===== config.mk =====
export PLATFORM = sky130hd
export DESIGN_NAME = cim_mem_access_arbiter
export DESIGN_NICKNAME = d
export VERILOG_FILES = /design/src/rtl/cim_mem_access_arbiter_pkg.sv /design/src/rtl/cim_mem_access_stats.sv /design/src/rtl/cim_mem_access_arbiter.sv
export SDC_FILE = /design/constraint.sdc
export NUM_CORES = 1
export LEC_CHECK = 0
export ABC_CLOCK_PERIOD_IN_PS = 2850
export CORE_UTILIZATION = 37
export CTS_CLUSTER_SIZE = 12
export DETAILED_ROUTE_END_ITERATION = 10
export HOLD_SLACK_MARGIN = 0.06
export PLACE_DENSITY_LB_ADDON = 0.15
export SLEW_MARGIN = 20
export SYNTH_ARGS = -nofsm -noshare
export SYNTH_HDL_FRONTEND = slang
export SYNTH_SLANG_ARGS = --single-unit
export TNS_END_PERCENT = 100

===== constraint.sdc =====
create_clock -name clk -period 2.85 [get_ports clk]
set_clock_uncertainty 0.1 [all_clocks]
set_input_delay 0.7125 -clock clk [delete_from_list [all_inputs] [get_ports clk]]
set_output_delay 0.7125 -clock clk [all_outputs]
set_load 0.02 [all_outputs]

===== src/rtl/cim_mem_access_arbiter_pkg.sv =====
// Shared CiM memory-access types: request-source enumeration, sizing constants, read tag.
// Latency: n/a (types and constants only).
// Backpressure: n/a.
package cim_mem_access_arbiter_pkg;

    // Bit index of each requester on the MemAccessSignals bus; lower index = higher priority.
    typedef enum logic [2:0] {
        BUS_FSM       = 3'd0,
        DATA_FILL_FSM = 3'd1,
        LOGIC_FSM     = 3'd2,
        MAC           = 3'd3,
        LAYERNORM     = 3'd4,
        SOFTMAX       = 3'd5
    } MEM_ACCESS_SRC_T;

    localparam int MEM_ACCESS_SRC_NUM = 6;

    // Not a power of two, so the address bus has codes that do not map to a word.
    localparam int TEMP_RES_STORAGE_SIZE_CIM = 48;
    localparam int N_STORAGE                 = 16;

    // One entry of the read-tag pipeline: does this slot carry a read, and for whom.
    typedef struct packed {
        logic                          valid;
        logic [MEM_ACCESS_SRC_NUM-1:0] src;
    } MEM_RD_TAG_T;

endpackage


===== src/rtl/cim_mem_access_stats.sv =====
// Saturating 32-bit counters of granted reads, granted writes and conflict cycles.
// Latency: each event is reflected in the counter one cycle after it is presented.
// Backpressure: none; counts every cycle, clr zeroes the bank (an event in the clr cycle still counts).
// The module only exists when CIM_MEM_ACCESS_STATS_EN is defined, so a default build
// carries no unused top-level module.
`ifdef CIM_MEM_ACCESS_STATS_EN
module cim_mem_access_stats (
    input  logic        clk,
    input  logic        rst_n,
    input  logic        clr,
    input  logic        rd_inc,
    input  logic        wr_inc,
    input  logic        conflict_inc,
    output logic [31:0] stat_reads,
    output logic [31:0] stat_writes,
    output logic [31:0] stat_conflicts
);

    logic [2:0]  inc;
    logic [31:0] cnt_q [3];

    assign inc = {conflict_inc, wr_inc, rd_inc};

    always_ff @(posedge clk or negedge rst_n) begin
        if (!rst_n) begin
            for (int i = 0; i < 3; i++) cnt_q[i] <= '0;
        end else begin
            for (int i = 0; i < 3; i++) begin
                if (clr)
                    cnt_q[i] <= {31'b0, inc[i]};
                else if (inc[i] && (cnt_q[i] != '1))
                    cnt_q[i] <= cnt_q[i] + 32'd1;
            end
        end
    end

    assign stat_reads     = cnt_q[0];
    assign stat_writes    = cnt_q[1];
    assign stat_conflicts = cnt_q[2];

endmodule
`endif


===== src/rtl/cim_mem_access_arbiter.sv =====
// Fixed-priority arbiter of one-hot MemAccessSignals requests onto the single-port temp-result SRAM.
// Latency: grant same cycle; SRAM command T+1; read_valid T+2+RD_LAT.
// Backpressure: none; losers see grant=0 and must hold/retry, winner always completes in order.
//
// Ports: clk/rst_n (async active-low); read_req_src/write_req_src/addr_table/write_data per source;
// grant (combinational one-hot); read_valid/read_data/read_src response; sram_* command and
// sram_rdata return; err_multi_req/err_addr sticky flags cleared by err_clr.
// Build option CIM_MEM_ACCESS_STATS_EN adds stat_reads/stat_writes/stat_conflicts counters.
// NUM_SRC must equal MEM_ACCESS_SRC_NUM (the tag struct is sized by the package); RD_LAT is 1..2.
module cim_mem_access_arbiter
    import cim_mem_access_arbiter_pkg::*;
#(
    parameter int NUM_SRC = MEM_ACCESS_SRC_NUM,
    parameter int DEPTH   = TEMP_RES_STORAGE_SIZE_CIM,
    parameter int ADDR_W  = $clog2(TEMP_RES_STORAGE_SIZE_CIM),
    parameter int DATA_W  = N_STORAGE,
    parameter int RD_LAT  = 1
) (
    input  logic                      clk,
    input  logic                      rst_n,
    input  logic [NUM_SRC-1:0]        read_req_src,
    input  logic [NUM_SRC-1:0]        write_req_src,
    input  logic [NUM_SRC*ADDR_W-1:0] addr_table,
    input  logic [NUM_SRC*DATA_W-1:0] write_data,
    output logic [NUM_SRC-1:0]        grant,
    output logic                      read_valid,
    output logic [DATA_W-1:0]         read_data,
    output logic [NUM_SRC-1:0]        read_src,
    output logic                      sram_en,
    output logic                      sram_wen,
    output logic [ADDR_W-1:0]         sram_addr,
    output logic [DATA_W-1:0]         sram_wdata,
    input  logic [DATA_W-1:0]         sram_rdata,
    output logic                      err_multi_req,
    output logic                      err_addr,
    input  logic                      err_clr
`ifdef CIM_MEM_ACCESS_STATS_EN
    ,
    output logic [31:0]               stat_reads,
    output logic [31:0]               stat_writes,
    output logic [31:0]               stat_conflicts
`endif
);

    logic [NUM_SRC-1:0] req;
    logic [NUM_SRC-1:0] win;
    logic               any_req;
    logic               win_wr;
    logic               multi_pop;
    logic               multi;
    logic               in_range;
    logic [ADDR_W-1:0]  win_addr;
    logic [DATA_W-1:0]  win_wdata;
    MEM_RD_TAG_T        tag_in;

    // Read tag pipeline plus a parallel "out of range" bit so a bad-address read
    // still returns a (zero) response to its owner.
    MEM_RD_TAG_T        tag_q [RD_LAT+1];
    logic [RD_LAT:0]    oob_q;

    always_comb begin
        req       = read_req_src | write_req_src;
        any_req   = |req;
        // Isolate the lowest set bit: lowest index has the highest priority.
        win       = req & (~req + NUM_SRC'(1));
        // Clearing the lowest set bit leaves something only if two or more requested.
        multi_pop = (req & (req - NUM_SRC'(1))) != '0;
        // A source asserting read and write together is a protocol error; it is served as a write.
        multi     = multi_pop | (|(read_req_src & write_req_src));
        win_wr    = |(win & write_req_src);
        win_addr  = '0;
        win_wdata = '0;
        for (int i = 0; i < NUM_SRC; i++) begin
            if (win[i]) begin
                win_addr  = addr_table[i*ADDR_W +: ADDR_W];
                win_wdata = write_data[i*DATA_W +: DATA_W];
            end
        end
        in_range     = 32'(win_addr) < 32'(DEPTH);
        tag_in.valid = any_req & ~win_wr;
        tag_in.src   = win;
    end

    // Held at zero while reset is asserted so every output is quiet during reset.
    assign grant = rst_n ? win : '0;

    // SRAM command stage (cycle T+1).
    always_ff @(posedge clk or negedge rst_n) begin
        if (!rst_n) begin
            sram_en    <= 1'b0;
            sram_wen   <= 1'b0;
            sram_addr  <= '0;
            sram_wdata <= '0;
        end else begin
            sram_en  <= any_req & in_range;
            sram_wen <= any_req & in_range & win_wr;
            if (any_req) begin
                sram_addr  <= win_addr;
                sram_wdata <= win_wdata;
            end
        end
    end

    // Tag stage i lines up with cycle T+1+i; stage RD_LAT meets the SRAM read data.
    always_ff @(posedge clk or negedge rst_n) begin
        if (!rst_n) begin
            for (int i = 0; i <= RD_LAT; i++) tag_q[i] <= '0;
            oob_q <= '0;
        end else begin
            tag_q[0] <= tag_in;
            oob_q[0] <= tag_in.valid & ~in_range;
            for (int i = 1; i <= RD_LAT; i++) begin
                tag_q[i] <= tag_q[i-1];
                oob_q[i] <= oob_q[i-1];
            end
        end
    end

    // Response register; data and tag hold between pulses.
    always_ff @(posedge clk or negedge rst_n) begin
        if (!rst_n) begin
            read_valid <= 1'b0;
            read_data  <= '0;
            read_src   <= '0;
        end else begin
            read_valid <= tag_q[RD_LAT].valid;
            if (tag_q[RD_LAT].valid) begin
                read_data <= oob_q[RD_LAT] ? '0 : sram_rdata;
                read_src  <= tag_q[RD_LAT].src;
            end
        end
    end

    // Sticky flags: a new error in the clear cycle keeps the flag set.
    always_ff @(posedge clk or negedge rst_n) begin
        if (!rst_n) begin
            err_multi_req <= 1'b0;
            err_addr      <= 1'b0;
        end else begin
            err_multi_req <= multi | (err_multi_req & ~err_clr);
            err_addr      <= (any_req & ~in_range) | (err_addr & ~err_clr);
        end
    end

`ifdef CIM_MEM_ACCESS_STATS_EN
    cim_mem_access_stats u_stats (
        .clk            (clk),
        .rst_n          (rst_n),
        .clr            (err_clr),
        .rd_inc         (any_req & ~win_wr),
        .wr_inc         (any_req & win_wr),
        .conflict_inc   (multi_pop),
        .stat_reads     (stat_reads),
        .stat_writes    (stat_writes),
        .stat_conflicts (stat_conflicts)
    );
`endif

endmodule

==> metrics, run 1 <==
die height 97.3 um; CTS tree done; Post-route DRC 0; RSZ-0062 raised after global routing true; post-synthesis cell count 374; Distinct cells, synth 42; area delta synth->final 82.0%; YS warnings 0; ANT nets after route 0; total negative slack -0.206 ns; Hold Slack 0.117 ns; final setup fails 3; commonest non-fill, non-tap cells in the layout clkdlybuf4s50_1, dfrtp_1, nand2_1; Hold-fix buffers, CTS 0; Pre-Repair DR Iteration Count 4; drt initial violations 178; share of the synthesized area in the top cell type ~48%; DP HPWL 9120 um; WP data required 2.04 ns; I/O pins 218; post-route cell area between 6000 and 7000 um2; xor and xnor area share after synthesis 0%; Worst Path Max Fanout 3; Power Dens Cells 435 nW/um2; Tot GR Track Use 25.6%; Root Driver clkbuf_8; post-synthesis simple-gate area fraction about a fifth; failing checks setup timing; placed cell count 706; fin crit share 104%; initial antenna violation count 0; htree depth 3; I/O Buffers 217; Max Slew Vio Count 0; placed cell areas 5830 um2; first-pass GRT wire length roughly 19,000 um; Startpoint Class input port; vias in the first global route roughly 3,900; via count 3,854; Core Area between 8000 and 9000 um2; clk slew on worst S/H paths 0.07 ns; Arr. time, crit path 2.14 ns; synthesized area per cell 8.98 um2; status complete, but fails checks; CTS Sinks 65; largest family of logic cells by synthesized area compound AO/OA/AOI/OAI gates; slack of the critical path -0.102 ns; Final Wtd Congestion 0.900; Final min period 2.95 ns; post-synthesis compound-gate area fraction 22.5%; worst rel slew slack between 60% and 70%; Fillers between 700 and 800; Num CTS Buffers 9; kind of critical path in2out; Async S/R FF share, synth 100%; worst slew pin tran 0.551 ns; largest net degree at the start of global routing 46; commonest non-fill, non-tap cell in the layout clkdlybuf4s50_1; mux cell area share after synthesis 2.31%; Vias/cell 5.33; die footprint 9460 um2; max-cap viol count 0; post-DR wirelength/cell ~17 um; cell taking the most area after synthesis dfrtp_1; Hold Violations, Final 0; Peak VDD IR 211 uV; adder-cell share of the synthesized area 0.298%; row cnt 34; Yosys reg bits 65; Final #Nets 775; Leak 0.00255 uW; routed wire length 12,000 um; clock tree buffer depth 2; Synth Cell Area 3360 um2; Main synth FF type dfrtp_1; CP Capture Type primary output; # diodes 0; die width 97.3 um; starting density of the core a little under two fifths; remaining global-route overflow 0; share of cells above drive strength 1 13.5%; EDFF count, synth 0; non-filler cells in the finished layout 723; Clock Latency Late Sink 0.34 ns; Fmax 339 MHz; Seq/Total Area, Yosys 48.4%; Mapped Nets ~540; top cells by area, synth dfrtp_1, nor2_1, a311oi_1; HP Class in2async
stage by stage:
stage	util (%)	power [uW]	worst slack (ns)
finish	69.8	2660	-0.102
global route	69.8	2790	-0.141
CTS	69.2	2680	-0.174
detailed placement	66.5	1800	-1.05
global placement	66.5	1780	-0.999
floorplan	-	1320	0.0114
state kept, by name, indices dropped and copies added, names as in the netlist:
name,count
err_addr,1
read_data,16
read_valid,1
err_multi_req,1
read_src,6
sram_wdata,16
sram_en,1
sram_addr,6
oob_q,2
tag_q,14
sram_wen,1
where the power goes:
group          switching (uW)  internal, uW
logic                     320           419
registers                41.7           999
clock network             351           530
worst paths after layout:
path	from	to	slack, ns	cells after the start
hold reg to reg	tag_q[8]	tag_q[1]	0.25	0
setup reg to reg	tag_q[6]	read_data[2]	1.57	3
max in group asynchronous	rst_n	read_data[11]	1.73	2
setup / recovery	write_req_src[1]	grant[4]	-0.10	8
hold / removal	rst_n	tag_q[10]	0.12	1
min in group clk	tag_q[8]	tag_q[1]	0.25	0
synth_stat cells, types with 2 or more instances:
cell,number
dfrtp_1,65
nor2_1,47
nand2_1,45
o21ai_0,25
clkbuf_1,22
a311oi_1,20
inv_1,20
nor3_1,19
o22ai_1,19
a211oi_1,18
nand3b_1,16
a21oi_1,8
mux2_2,6
and2_1,5
a222oi_1,4
or2_2,3
a21o_1,2
a22o_1,2
a22oi_1,2
and3_1,2
buf_1,2
nand2b_1,2
critical path, cell delays in order:
cell and delay, ns:
buf_6 0.09, or4_4 0.55, nor3_4 0.17, nand2_2 0.12, buf_6 0.15, nor2_4 0.09, and2_4 0.15, buf_6 0.11
layout make-up:
class,count,area (um2),area share [%]
inverter,22,95.1,1.56
timing repair buffer,253,2460,40.2
clock inverter,3,65.1,1.06
clock buffer,11,151,2.48
sequential,65,1630,26.6
tap,108,135,2.21
multi-input combinational,261,1580,25.9
per-layer routing:
metal | vias to the layer above | GRT usage [%] | share of wire (%)
met3 | 22 | 7.34 | 7.9
met4 | 0 | 8.48 | 2.2
met2 | 171 | 47.8 | 53
met1 | 1840 | 27.5 | 37
met5 | - | 0 | 0
li1 | 1821 | - | -
cell families after synthesis:
group           count (synthesis)
compound gates                107
fa+ha+maj                       1
flops                          65
buf+inv                        48
mux                             7
simple gates                  146
what timing repair did:
action / CTS / global route
gates resized for setup: 46 / 9
setup buffers: 0 / 4
pin swaps: 4 / 3
endpoints found under the setup margin: 6 / 4
No activity file was read; power rests on OpenSTA's default activity.
==> inputs of run 2 (changes only) <==
Settings changed: CAP_MARGIN set to 20, CTS_CLUSTER_SIZE 12 to 14, SYNTH_HIERARCHICAL set to 1.
==> results of run 2 <==
Same layout as run 1: the final DEF is identical, and so are final timing and power.
Among the figures that moved: Yosys warning count 0 -> 6
==> RTL change 1, RTL diff (settings of run 2) <==
Set the package constant `N_STORAGE` to 15 (it was 16).
--- a/src/rtl/cim_mem_access_arbiter_pkg.sv
+++ b/src/rtl/cim_mem_access_arbiter_pkg.sv
@@ -18,5 +18,5 @@
     // Not a power of two, so the address bus has codes that do not map to a word.
     localparam int TEMP_RES_STORAGE_SIZE_CIM = 48;
-    localparam int N_STORAGE                 = 16;
+    localparam int N_STORAGE                 = 15;
 
     // One entry of the read-tag pipeline: does this slot carry a read, and for whom.
Interface: changed (resized read_data, sram_rdata, sram_wdata and write_data); port bits go from 218 to 209. The function was not compared with the original's and may differ.
==> RTL change 1 against run 2 <==
- the run still ends with negative setup slack left
- total power down 1.4%
- design area down 2.2%
- sequential cell count down 2
- maximum frequency up 3.0%
- setup slack better by 85 ps
- synthesized area down 1.2%
- global-route usage up 1.4 points
- wire length up 3.3%
- critical path type unchanged
- critical endpoint is now grant[5]
- largest cell class unchanged
==> RTL change 1: results (changes against run 2) <==
Status:
- The flow ran to the end, but the final reports show violations.
- The checks that failed: negative setup slack.

Logic synthesis:
- The post-synthesis mux area share was 2.49% (+0.18 points).
- The area share of fa/ha/maj cells after synthesis is 0.302% (+0.0037 points).
- The post-synth net total is 525 (-2.2%).
- In the post-synthesis netlist, the biggest area contributors are sky130_fd_sc_hd__dfrtp_1 48%, sky130_fd_sc_hd__o21ai_0 5.0%, sky130_fd_sc_hd__nor2_1 4.6%.
- The synthesized area divided by synthesized cell count is 8.99 um2 (+0.11%).

Pwr:
- The leakage dissipation is 2.49 nW (-2.4%).
- The fraction of power spent switching nets is 27.8% (+0.97 points).
- The maximum resistive drop on vdd is 324 uV (+54%).

Layout:
- The share of post-route cells with drive strength above 1 was 15.0% (+1.5 points).
- The post-route non-filler standard cell count is 716 (-0.97%).
- The largest registers in the layout are read_data (15), sram_wdata (15), tag_q (14).

Global route:
- The overall global routing resource usage is 27.0% (+1.4 points).
- The maximum number of pins on one net before global-route repair came to 40 (-13%).
- The wire length of the first global-routing pass is 19.8 mm (+4.4%).

Setup path:
- The largest fanout on the critical path is 2 (-1).
- The length in cells of the worst reg-to-reg path was 2 (-1).

Timing:
- The smallest setup slack after layout was -17.4 ps (+85.1 ps).
- The number of failing setup endpoints in the final timing report is 1 (-2).
- The headroom to the max-slew limit came to 71.0% (+7.8 points).

Route:
- The violation count after the first detailed-routing iteration is 177 (-0.56%).
- The detailed-route vias per instance was 5.33 (about the same).
- The first-pass detailed-route iteration total came to 6 (+2).

Place:
- The setup slack at placement was -859 ps (+196 ps).
- The placed instance count was 695 (-1.6%).
- The final estimated routing congestion in global placement is 0.931 (+3.5%).
- The placed wire-length estimate after detailed placement is 9.43 mm (+3.5%).
[RTL change 1: changes by cell type after synthesis, moves of 3 or more]
| cell | before | now |
|---|---|---|
| sky130_fd_sc_hd__nor2_1 | 47 | 41 |
| sky130_fd_sc_hd__a31oi_1 | 0 | 3 |
| sky130_fd_sc_hd__a311oi_1 | 20 | 17 |
| sky130_fd_sc_hd__buf_2 | 1 | 4 |
| sky130_fd_sc_hd__a211oi_1 | 18 | 14 |
| sky130_fd_sc_hd__a21oi_1 | 8 | 13 |
| sky130_fd_sc_hd__o22ai_1 | 19 | 12 |
| sky130_fd_sc_hd__o21ai_0 | 25 | 33 |
| sky130_fd_sc_hd__a222oi_1 | 4 | 9 |
| sky130_fd_sc_hd__nor3_1 | 19 | 16 |
| sky130_fd_sc_hd__nand2_1 | 45 | 40 |
[RTL change 1: layer usage]
metal  up-vias  track usage (%)  routed length (um)
li1       1813                -                   -
met1      1764             32.2                4800
met3        24             8.96                1170
met2       215             45.0                6070
met5         -                0                   0
met4         0             10.1                 306
[RTL change 1: worst paths after layout]
| path | start | end | slack (ps) |
|---|---|---|---|
| worst max-delay path | write_req_src[1] | grant[5] | -20 |
| worst min-delay path | rst_n | sram_wen$_DFF_PN0_ | 140 |
| worst max register to register | tag_q[6]$_DFF_PN0_ | read_src[1]$_DFFE_PN0P_ | 1610 |
| worst min register to register | tag_q[9]$_DFF_PN0_ | tag_q[2]$_DFF_PN0_ | 250 |
| max in group asynchronous | rst_n | read_data[13]$_DFFE_PN0P_ | 1940 |
| min in group clk | tag_q[9]$_DFF_PN0_ | tag_q[2]$_DFF_PN0_ | 250 |
[RTL change 1: metrics by stage]
stage / cell area (um2) / setup TNS, ps / hold WS (ps) / utilization [%]
finish: 5980 / -17.4 / 142 / 68.6
global route: 5980 / -89.6 / 138 / 68.6
CTS: 5960 / -89.2 / 137 / 68.3
detailed placement: 5710 / -4780 / 235 / 65.5
global placement: 5710 / -4510 / 232 / 65.5
floorplan: 3320 / 0 / 231 / -
[RTL change 1: cell type report]
class | instances | area, um2
Timing Repair Buffer | 250 | 2380
Sequential cell | 63 | 1580
Tap cell | 108 | 135
Clock inverter | 6 | 92.6
Fill cell | 730 | 2740
Clock buffer | 10 | 138
Inverter | 22 | 82.6
Multi-Input combinational cell | 257 | 1570
[RTL change 1: power groups by stage]
stage / Combinational (mW) / Clock [mW] / Sequential (mW)
after floorplan: 0.176 / 0 / 1.10
after global placement: 0.721 / 0 / 1.02
after detailed placement: 0.730 / 0 / 1.02
after CTS: 0.732 / 0.904 / 1.00
after global routing: 0.782 / 0.939 / 1.01
final: 0.730 / 0.889 / 1.00
[RTL change 1: repair_timing]
item,4_1_cts,5_1_grt
buffers inserted,3,2
gates resized for setup,40,3
hold buffers,0,0
pin swaps,4,3
setup endpoints to repair,6,3
cloned,0,0
==> RTL change 2, RTL diff (config.mk and constraints of run 2) <==
Made on the original files. Register the output `err_multi_req` once more; this adds one clock of latency there. The other outputs are not delayed to match.
--- a/src/rtl/cim_mem_access_arbiter.sv
+++ b/src/rtl/cim_mem_access_arbiter.sv
@@ -42,4 +42,6 @@
 `endif
 );
+
+    logic err_multi_req_s0;
 
     logic [NUM_SRC-1:0] req;
@@ -135,8 +137,8 @@
     always_ff @(posedge clk or negedge rst_n) begin
         if (!rst_n) begin
-            err_multi_req <= 1'b0;
+            err_multi_req_s0 <= 1'b0;
             err_addr      <= 1'b0;
         end else begin
-            err_multi_req <= multi | (err_multi_req & ~err_clr);
+            err_multi_req_s0 <= multi | (err_multi_req_s0 & ~err_clr);
             err_addr      <= (any_req & ~in_range) | (err_addr & ~err_clr);
         end
@@ -157,3 +159,7 @@
 `endif
 
+    always_ff @(posedge clk) begin
+        err_multi_req <= err_multi_req_s0;
+    end
+
 endmodule
Formal check against the unedited RTL: not equivalent (Yosys sat finds a counterexample within 4 cycles, from zero or initial values and one cycle with rst_n low).
==> RTL change 2 against run 2 <==
- the run still ends with negative setup slack left
- design area up 0.45%
- synthesized area grew 0.60%
- clock power grew 1%
- die area up 0.59%
- total power grew 1.2%
- sequential cell count is 1 higher
- non-clock buffer count is 3 higher
- utilization increased by 0.31 points
- setup slack improved by 31 ps
- wire length grew 2.1%
- largest power group unchanged
==> RTL change 2: results (changes against run 2) <==
Logic synthesis:
- The post-synthesis mux area share is 2.30% (-0.014 points).
- The post-synthesis sequential area ratio is 48.7% (+0.31 points).
- The complex-gate fraction of the synthesized area is 22.3% (-0.13 points).
- Counting instances in the post-synthesis netlist gives the leading cell types as 65 x sky130_fd_sc_hd__dfrtp_1, 47 x sky130_fd_sc_hd__nor2_1, 45 x sky130_fd_sc_hd__nand2_1, 25 x sky130_fd_sc_hd__o21ai_0, 22 x sky130_fd_sc_hd__clkbuf_1.
- The post-synthesis share of cell area spent on xor and xnor gates is 0% (unchanged).
- The post-synth net total came to 538 (+0.19%).
- The share of flip-flops with an asynchronous set or reset is 98.5% (-1.5 points).
- The count of different cell masters after synthesis is 43 (+2.4%).
- After synthesis, the cell types taking the most area are sky130_fd_sc_hd__dfrtp_1 48%, sky130_fd_sc_hd__nor2_1 5.2%, sky130_fd_sc_hd__a311oi_1 5.2%.
- The area share of fa/ha/maj cells after synthesis is 0.296% (-0.0018 points).
- The number of synthesis warnings is 6 (unchanged).

Route:
- The violation count after the first detailed-routing iteration is 122 (-31%).
- The total wire length is 12.2 mm (+2.1%).
- The first-pass detailed-route iteration total is 4 (unchanged).
- The total via count in the routed design is 3,836 (-0.47%).

Timing:
- The pin slew with the least headroom to its limit is 535 ps (-16.4 ps).
- The post-route setup TNS was -95.4 ps (+111 ps).
- The smallest setup slack after layout was -71.7 ps (+30.7 ps).
- The number of failing setup endpoints in the final timing report is 2 (-1).

Layout:
- The net count of the finished layout is 779 (+0.52%).
- The largest registers in the layout are read_data (16), sram_wdata (16), tag_q (14).
- The antenna diode count is 0 (unchanged).
- The share of post-route cells with drive strength above 1 came to 13.7% (+0.19 points).
- The total of fill cells in the finished design is 717 (-0.42%).

Place:
- The placed wire-length estimate after detailed placement was 9.36 mm (+2.7%).
- The setup slack at placement was -973 ps (+81.7 ps).
- The area after detailed placement came to 5860 um2 (+0.56%).
- The final estimated routing congestion in global placement is 0.873 (-3.0%).
- The count of port buffers added during placement was 217 (unchanged).

Global route:
- The maximum number of pins on one net before global-route repair was 44 (-4.3%).
- The initial antenna violation count is 0 (unchanged).
- The overall global routing resource usage came to 25.6% (+0.064 points).
- The wire length of the first global-routing pass is 18.9 mm (-0.58%).
- The via count of the first global-routing pass is 3,857 (-0.41%).

Clock network:
- The clock-pin transition on the worst setup and hold timing paths came to 70 ps (about the same).
- Clock tree synthesis selected as its root buffer the cell sky130_fd_sc_hd__clkbuf_8.
- The TritonCTS buffer count was 9 (unchanged).
- The maximum clock path buffer count was 2 (unchanged).
- The clock latency of the later-clocked register in the worst-skew pair came to 340 ps (about the same).

Setup path:
- The arrival time of data at the critical path endpoint is 2110 ps (-30 ps).
- The worst-case register-to-register setup slack is 1490 ps (-80 ps).

Hold path:
- The type of the tightest min-delay check is in -> async.

Status:
- The final reports fail on negative setup slack.
- The flow ran to the end, but the final reports show violations.

Pwr:
- The leakage dissipation came to 2.57 nW (+0.78%).
- The maximum resistive drop on vdd is 271 uV (+28%).
- The cell-internal power came to 1.95 mW (+0.22%).
-- RTL change 2: cell count changes after synthesis --
cell / run 2 / this run
sky130_fd_sc_hd__dfxtp_1: 0 / 1
-- RTL change 2: critical path, cell delays in order --
cell and delay, ps:
sky130_fd_sc_hd__buf_6 90, sky130_fd_sc_hd__or4_4 570, sky130_fd_sc_hd__nor3_4 150, sky130_fd_sc_hd__nand2_2 120, sky130_fd_sc_hd__nor3_4 190, sky130_fd_sc_hd__and2_4 160, sky130_fd_sc_hd__buf_6 110
-- RTL change 2: cells by family after synthesis --
group           after synthesis
fa+ha+maj                     1
mux                           7
compound gates              107
flops                        66
simple gates                146
buf+inv                      48
-- RTL change 2: cell type report --
type	instances	area [um2]	share of cell area [%]
clock buffers	10	138	2.24
clock inverters	6	90.1	1.47
inverters	22	95.1	1.55
multi-input cells	261	1570	25.5
flip-flops and latches	66	1650	26.8
well taps	108	135	2.20
repair buffers	256	2470	40.2
-- RTL change 2: worst paths after layout --
check                           depth (start not counted)           startpoint                        end
worst max register to register                          3   tag_q[6]$_DFF_PN0_   read_data[0]$_DFFE_PN0P_
worst min register to register                          0  tag_q[11]$_DFF_PN0_         tag_q[4]$_DFF_PN0_
min in group clk                                        0  tag_q[11]$_DFF_PN0_         tag_q[4]$_DFF_PN0_
max in group asynchronous                               2                rst_n  sram_wdata[8]$_DFFE_PN0P_
worst min-delay path                                    1                rst_n         tag_q[7]$_DFF_PN0_
worst max-delay path                                    7     write_req_src[1]                   grant[5]
-- RTL change 2: power by group through the flow --
stage	Sequential [mW]	Clock [mW]	Combinational, mW
after global placement	1.07	0	0.731
after detailed placement	1.08	0	0.740
after global routing	1.07	0.959	0.792
after floorplan	1.16	0	0.179
final	1.06	0.893	0.742
after CTS	1.06	0.911	0.743
-- RTL change 2: metal layers --
metal  part of all wire (%)  wire [um]  up-vias  GRT usage, %
met2                     53       6480      172          47.3
met3                    6.7        816       30          6.47
met5                      0          0        -             0
met4                    3.8        459        0          12.3
li1                       -          -     1832             -
met1                     36       4450     1802          27.0
-- RTL change 2: stage by stage --
stage,std cells,hold WS (ps)
finish,729,115
global route,729,106
CTS,726,109
detailed placement,709,235
global placement,709,231
floorplan,375,231
-- RTL change 2: repair_timing --
action | in CTS | in global routing
cloned | 0 | 0
pin swaps | 4 | 4
setup endpoints to repair | 6 | 4
resized for setup | 41 | 5
buffers inserted | 1 | 3
